`src/rtl/enemy_bullet_arb.sv`:
```
// Round-robin enemy fire arbiter that owns a shared pool of bullet slots and moves them downward.
// Define ENEMY_FIRE_COOLDOWN_EN to add a per-column cooldown counted in movement ticks.
module enemy_bullet_arb #(
  parameter int NUM_REQ      = 8,
  parameter int NUM_SLOTS    = 4,
  parameter int BULLET_SPEED = 3,
  parameter int STEP_DELAY   = 650000,
  parameter int FLOOR_Y      = 736
`ifdef ENEMY_FIRE_COOLDOWN_EN
  ,
  parameter int COOLDOWN_TICKS = 8
`endif
) (
  input  logic                       clk,
  input  logic                       rst_n,
  input  logic                       game_en,
  input  logic [NUM_REQ-1:0]         req,
  input  logic [NUM_REQ-1:0][11:0]   req_x,
  input  logic [NUM_REQ-1:0][11:0]   req_y,
  input  logic [NUM_SLOTS-1:0]       slot_hit,
  output logic [NUM_REQ-1:0]         grant,
  output logic [NUM_SLOTS-1:0]       slot_active,
  output logic [NUM_SLOTS-1:0][11:0] slot_x,
  output logic [NUM_SLOTS-1:0][11:0] slot_y,
  output logic [3:0]                 free_cnt
);

  localparam int PW = (NUM_REQ > 1) ? $clog2(NUM_REQ) : 1;
  localparam int SW = (NUM_SLOTS > 1) ? $clog2(NUM_SLOTS) : 1;
  localparam int CW = $clog2(STEP_DELAY);
  localparam logic [CW-1:0] CNT_LAST = CW'(STEP_DELAY - 1);
  localparam logic [12:0]   FLOOR13  = 13'(FLOOR_Y);
  localparam logic [12:0]   SPEED13  = 13'(BULLET_SPEED);

  logic [CW-1:0]              tick_cnt_reg;
  logic                       tick_reg;
  logic [PW-1:0]              rr_ptr_reg;
  logic [NUM_REQ-1:0]         grant_reg;
  logic [NUM_SLOTS-1:0]       active_reg;
  logic [NUM_SLOTS-1:0][11:0] x_reg;
  logic [NUM_SLOTS-1:0][11:0] y_reg;
  logic [3:0]                 free_cnt_reg;

  logic [NUM_SLOTS-1:0]       act_next;
  logic [NUM_SLOTS-1:0][11:0] x_next;
  logic [NUM_SLOTS-1:0][11:0] y_next;
  logic [3:0]                 free_next;

  logic [NUM_REQ-1:0] eligible;
  logic               win_found;
  logic [PW-1:0]      win_idx;
  logic               free_found;
  logic [SW-1:0]      free_idx;
  logic               do_grant;
  logic               move;
  logic [NUM_REQ-1:0] grant_next;
  logic [PW-1:0]      rr_next;
  logic [12:0]        y_sum [NUM_SLOTS];

`ifdef ENEMY_FIRE_COOLDOWN_EN
  localparam int DW = $clog2(COOLDOWN_TICKS + 1);
  logic [DW-1:0] cool_reg [NUM_REQ];

  for (genvar gi = 0; gi < NUM_REQ; gi++) begin : g_cool
    // A fresh grant reloads the counter even if a tick lands on the same edge.
    always_ff @(posedge clk) begin
      if (!rst_n) begin
        cool_reg[gi] <= '0;
      end else if (do_grant && (win_idx == PW'(gi))) begin
        cool_reg[gi] <= DW'(COOLDOWN_TICKS);
      end else if (move && (cool_reg[gi] != '0)) begin
        cool_reg[gi] <= cool_reg[gi] - DW'(1);
      end
    end
    assign eligible[gi] = req[gi] && (cool_reg[gi] == '0);
  end
`else
  assign eligible = req;
`endif

  // Two ascending passes give the first requester at or after rr_ptr with wrap.
  always_comb begin
    win_found = 1'b0;
    win_idx   = '0;
    for (int c = 0; c < NUM_REQ; c++) begin
      if (!win_found && eligible[c] && (PW'(c) >= rr_ptr_reg)) begin
        win_found = 1'b1;
        win_idx   = PW'(c);
      end
    end
    for (int c = 0; c < NUM_REQ; c++) begin
      if (!win_found && eligible[c] && (PW'(c) < rr_ptr_reg)) begin
        win_found = 1'b1;
        win_idx   = PW'(c);
      end
    end
  end

  always_comb begin
    free_found = 1'b0;
    free_idx   = '0;
    for (int k = NUM_SLOTS - 1; k >= 0; k--) begin
      if (!active_reg[k]) begin
        free_found = 1'b1;
        free_idx   = SW'(k);
      end
    end
  end

  assign do_grant   = game_en && win_found && free_found;
  assign move       = tick_reg && game_en;
  assign grant_next = NUM_REQ'(1) << win_idx;
  assign rr_next    = (win_idx == PW'(NUM_REQ - 1)) ? '0 : win_idx + PW'(1);

  // 13-bit sum so a spawn near 4095 retires instead of wrapping to the top.
  for (genvar gi = 0; gi < NUM_SLOTS; gi++) begin : g_sum
    assign y_sum[gi] = {1'b0, y_reg[gi]} + SPEED13;
  end

  always_comb begin
    act_next = active_reg;
    x_next   = x_reg;
    y_next   = y_reg;
    for (int k = 0; k < NUM_SLOTS; k++) begin
      if (active_reg[k]) begin
        if (slot_hit[k]) begin
          act_next[k] = 1'b0;
        end else if (move) begin
          if (y_sum[k] >= FLOOR13) begin
            act_next[k] = 1'b0;
          end else begin
            y_next[k] = y_sum[k][11:0];
          end
        end
      end else if (do_grant && (free_idx == SW'(k))) begin
        act_next[k] = 1'b1;
        x_next[k]   = req_x[win_idx];
        y_next[k]   = req_y[win_idx];
      end
    end
  end

  always_comb begin
    free_next = '0;
    for (int k = 0; k < NUM_SLOTS; k++) begin
      free_next = free_next + {3'b000, ~act_next[k]};
    end
  end

  always_ff @(posedge clk) begin
    if (!rst_n) begin
      tick_cnt_reg <= '0;
      tick_reg     <= 1'b0;
      rr_ptr_reg   <= '0;
      grant_reg    <= '0;
      active_reg   <= '0;
      x_reg        <= '0;
      y_reg        <= '0;
      free_cnt_reg <= 4'(NUM_SLOTS);
    end else begin
      tick_reg <= 1'b0;
      if (game_en) begin
        if (tick_cnt_reg == CNT_LAST) begin
          tick_cnt_reg <= '0;
          tick_reg     <= 1'b1;
        end else begin
          tick_cnt_reg <= tick_cnt_reg + CW'(1);
        end
      end
      grant_reg <= do_grant ? grant_next : '0;
      if (do_grant) begin
        rr_ptr_reg <= rr_next;
      end
      active_reg   <= act_next;
      x_reg        <= x_next;
      y_reg        <= y_next;
      free_cnt_reg <= free_next;
    end
  end

  assign grant       = grant_reg;
  assign slot_active = active_reg;
  assign slot_x      = x_reg;
  assign slot_y      = y_reg;
  assign free_cnt    = free_cnt_reg;

endmodule
```
`config.mk`:
```
export PLATFORM = sky130hd
export DESIGN_NAME = enemy_bullet_arb
export DESIGN_NICKNAME = d
export VERILOG_FILES = /design/src/rtl/enemy_bullet_arb.sv
export SDC_FILE = /design/constraint.sdc
export NUM_CORES = 1
export LEC_CHECK = 0
export ABC_AREA = 1
export CAP_MARGIN = 25
export CORE_ASPECT_RATIO = 1.75
export CORE_MARGIN = 1.5
export CORE_UTILIZATION = 46
export DETAILED_ROUTE_END_ITERATION = 16
export PLACE_DENSITY_LB_ADDON = 0.05
export SLEW_MARGIN = 10
export SYNTH_ARGS = -nofsm -noshare
export SYNTH_HDL_FRONTEND = slang
export SYNTH_SLANG_ARGS = --single-unit
export TNS_END_PERCENT = 50
```
`constraint.sdc`:
```
create_clock -name clk -period 4.3 [get_ports clk]
set_input_delay 0.43 -clock clk [delete_from_list [all_inputs] [get_ports clk]]
set_output_delay 0.43 -clock clk [all_outputs]
set_load 0.01 [all_outputs]
```
==> impl_metrics.toml <==
[outcome]
outcome = "finished clean"

[drt]
antenna_left = 0
drt-initial-drc-count = 723
routed_wl_mm = 36.14
vias_per_cell = 5.447
wl_per_cell_um = 18.30
num_vias = 10758
drc = 0
firstDrtPassIters = 5

[floorplan]
fp.dieW_um = 107.9
chipHeight_um = 186.6
core_um2 = 19030
start_util_pct = 46.58
die-area_um2 = 20140
io_pins = 319
placementRows = 67

[place]
io_buffers = 317
globalplace.congestion = 1.037
place_hpwl_mm = 27.59

[global_route]
antenna_found_initial = 1
overflow = 0
grt_max_degree = 61
grt_pass1_wl_mm = 55.77
first_global_vias = 10332
grt_usage_pct = 36.16

[clock_tree]
clock_latency_ps = 420
cts_sinks = 135
cts_root_buf = "clkbuf_16"
ctsHtreeMaxLevel = 4
postCtsHoldBufs = 0
cts_resized = 0
cts_tree = "yes"
cts_buffer_depth = 2
cts_setup_buffers = 0
clk_pin_slew_worst_paths_ps = 60
numCtsBuffers = 17

[sta]
hold_viol = 0
rsz0062_at_grt = "no"
fin_crit_ps = 3639
slew_headroom_pct = 38.48
clock.fmax_mhz = 274.8
fin_skew_ps = 8.428
drv_slew = 0
tns_ps = 0
finalCritPeriodShare_pct = 84.62
worstMarginPinSlew_ps = 921.5
finalSetupViolCount = 0
whs_ps = 481.7

[logic_synthesis]
syn_nets = 1670
synth_cell_types = 43
synthCells = 1450
syn-cell-area_um2 = 8864
syn_area_per_cell_um2 = 6.113
ys_seq_area_share_pct = 30.49
ys_ff_latch = 135
yosysWarningCount = 0

[worst_setup_path]
cpMostUsedCell = "nor2_4"
path_max_fanout = 5
cp_slowest_stage_delay_ps = 520
crit_chain = "clkdlybuf4s50_1 -> nand2_1 -> nand2_2 -> nor2_4 -> nand4_2 -> nor2_4 -> nand4_2 -> nor2_4 -> nand4_1 -> nand3_1 -> o21ai_0 -> o21ai_0 -> fa_1 -> ha_1 -> ha_1 -> or2_2"
critPathBufInv = 1
endpoint_kind = "flip-flop"
worstPathArrival_ps = 3950
crit_type = "primary input to flip-flop"
slowest_stage = "clkdlybuf4s50_1"
startpoint_type = "primary input"
critPathTopFamily = "simple AND/OR/NAND/NOR gates"
cp.required_ps = 4610

[pwr]
powerDensity_nw_per_um2 = 357.3
ir_worst_vdd_mv = 0.2980
cellLeakagePower_nw = 5.746

[cells_and_area]
nFillCells = 1816
layout_commonest_cell = "nand2_1"
mostFrequentLayoutCells = "363 x nand2_1, 316 x clkdlybuf4s50_1, 193 x nand3_1"
fin_util_pct = 66.79
syn2layout_area_growth_pct = 43.39
multi_input_area_um2 = 5094
seq_area_um2 = 2703
nNetsFinal = 1941
layout-drive-gt1-share_pct = 3.693

[min_path]
hold_class = "flip-flop to flip-flop"

[flow_run]
maxCapViolations = 0
-- where the power goes --
| group | internal, mW | total (mW) | leakage, nW | switching, mW |
|---|---|---|---|---|
| clock | 0.994 | 1.59 | 0.305 | 0.593 |
| sequential | 1.31 | 1.37 | 1.10 | 0.0567 |
| combinational | 0.599 | 1.58 | 4.34 | 0.983 |
-- layout make-up --
cell class,count,share of cell area [%]
antenna,1,0.01969
timing repair buffer,330,25.89
inverter,183,5.405
sequential,135,21.26
clock buffer,19,3.485
clock inverter,12,1.487
tap,241,2.373
multi-input combinational,1054,40.08
-- kinds of logic (layout without fill, tap and decap cells) --
group / count (synthesis) / after routing / synth area share, %
AND/OR/NAND/NOR: 764 / 764 / 38.07
flip-flops: 135 / 135 / 30.49
AO/OA/AOI/OAI: 245 / 245 / 14.29
buffers and inverters: 261 / 544 / 12.13
other: 1 / 2 / 0.04231
adder cells (fa/ha/maj): 13 / 13 / 1.920
XOR/XNOR: 31 / 31 / 3.063
-- final timing paths --
path	from	end	slack, ps	cells past startpoint
worst max-delay path	req[3]	free_cnt[2]	660	16
worst min register to register	tick_cnt_reg[11]	tick_cnt_reg[11]	480	2
worst min-delay path	tick_cnt_reg[11]	tick_cnt_reg[11]	480	2
worst max register to register	rr_ptr_reg[1]	free_cnt[2]	660	16
-- per-stage QoR --
step	cells	power (mW)	cell area, µm²	worst slack (ps)
floorplan	1450	2.291	8864	1116
finish	1975	4.541	12710	661.4
global placement	1943	2.930	12080	396.2
detailed placement	1943	2.940	12080	270.7
global route	1975	4.747	12710	333.3
CTS	1974	4.514	12710	709.7
-- worst min-delay path: cells and delay by family (launching register included) --
| family | cells | cell delay [ps] |
|---|---|---|
| flops | 1 | 310 |
| buf+inv | 1 | 70 |
| compound gates | 1 | 60 |
-- per-layer routing --
metal / global-route usage [%] / share of wire, %
met1: 37.07 / 34
met2: 64.06 / 51
met3: 7.859 / 6.9
met4: 24.60 / 7.7
met5: 0 / 0
-- synthesized netlist by cell type (all sizes together) --
library cell | instances | share of area [%]
inv | 182 | 7.7
a31oi | 3 | 0.21
clkinv | 1 | 0.042
a21oi | 121 | 6.8
o21ai | 109 | 6.2
o21a | 2 | 0.17
nor3b | 2 | 0.17
nand2 | 366 | 16
fa | 1 | 0.23
nand4 | 19 | 1.5
and2 | 1 | 0.071
xor2 | 29 | 2.9
conb | 1 | 0.042
o31ai | 4 | 0.34
a22oi | 1 | 0.085
nand3b | 25 | 2.1
dfxtp | 135 | 30
or2 | 5 | 0.35
xnor2 | 2 | 0.20
a211oi | 2 | 0.17
o221a | 1 | 0.13
o32ai | 1 | 0.099
nor4b | 1 | 0.099
ha | 12 | 1.7
buf | 32 | 2.4
nor4 | 3 | 0.21
nor2 | 130 | 5.8
o2111ai | 1 | 0.099
nor3 | 17 | 0.96
clkbuf | 46 | 1.9
nand3 | 195 | 11
(Power assumes the default switching activity.)
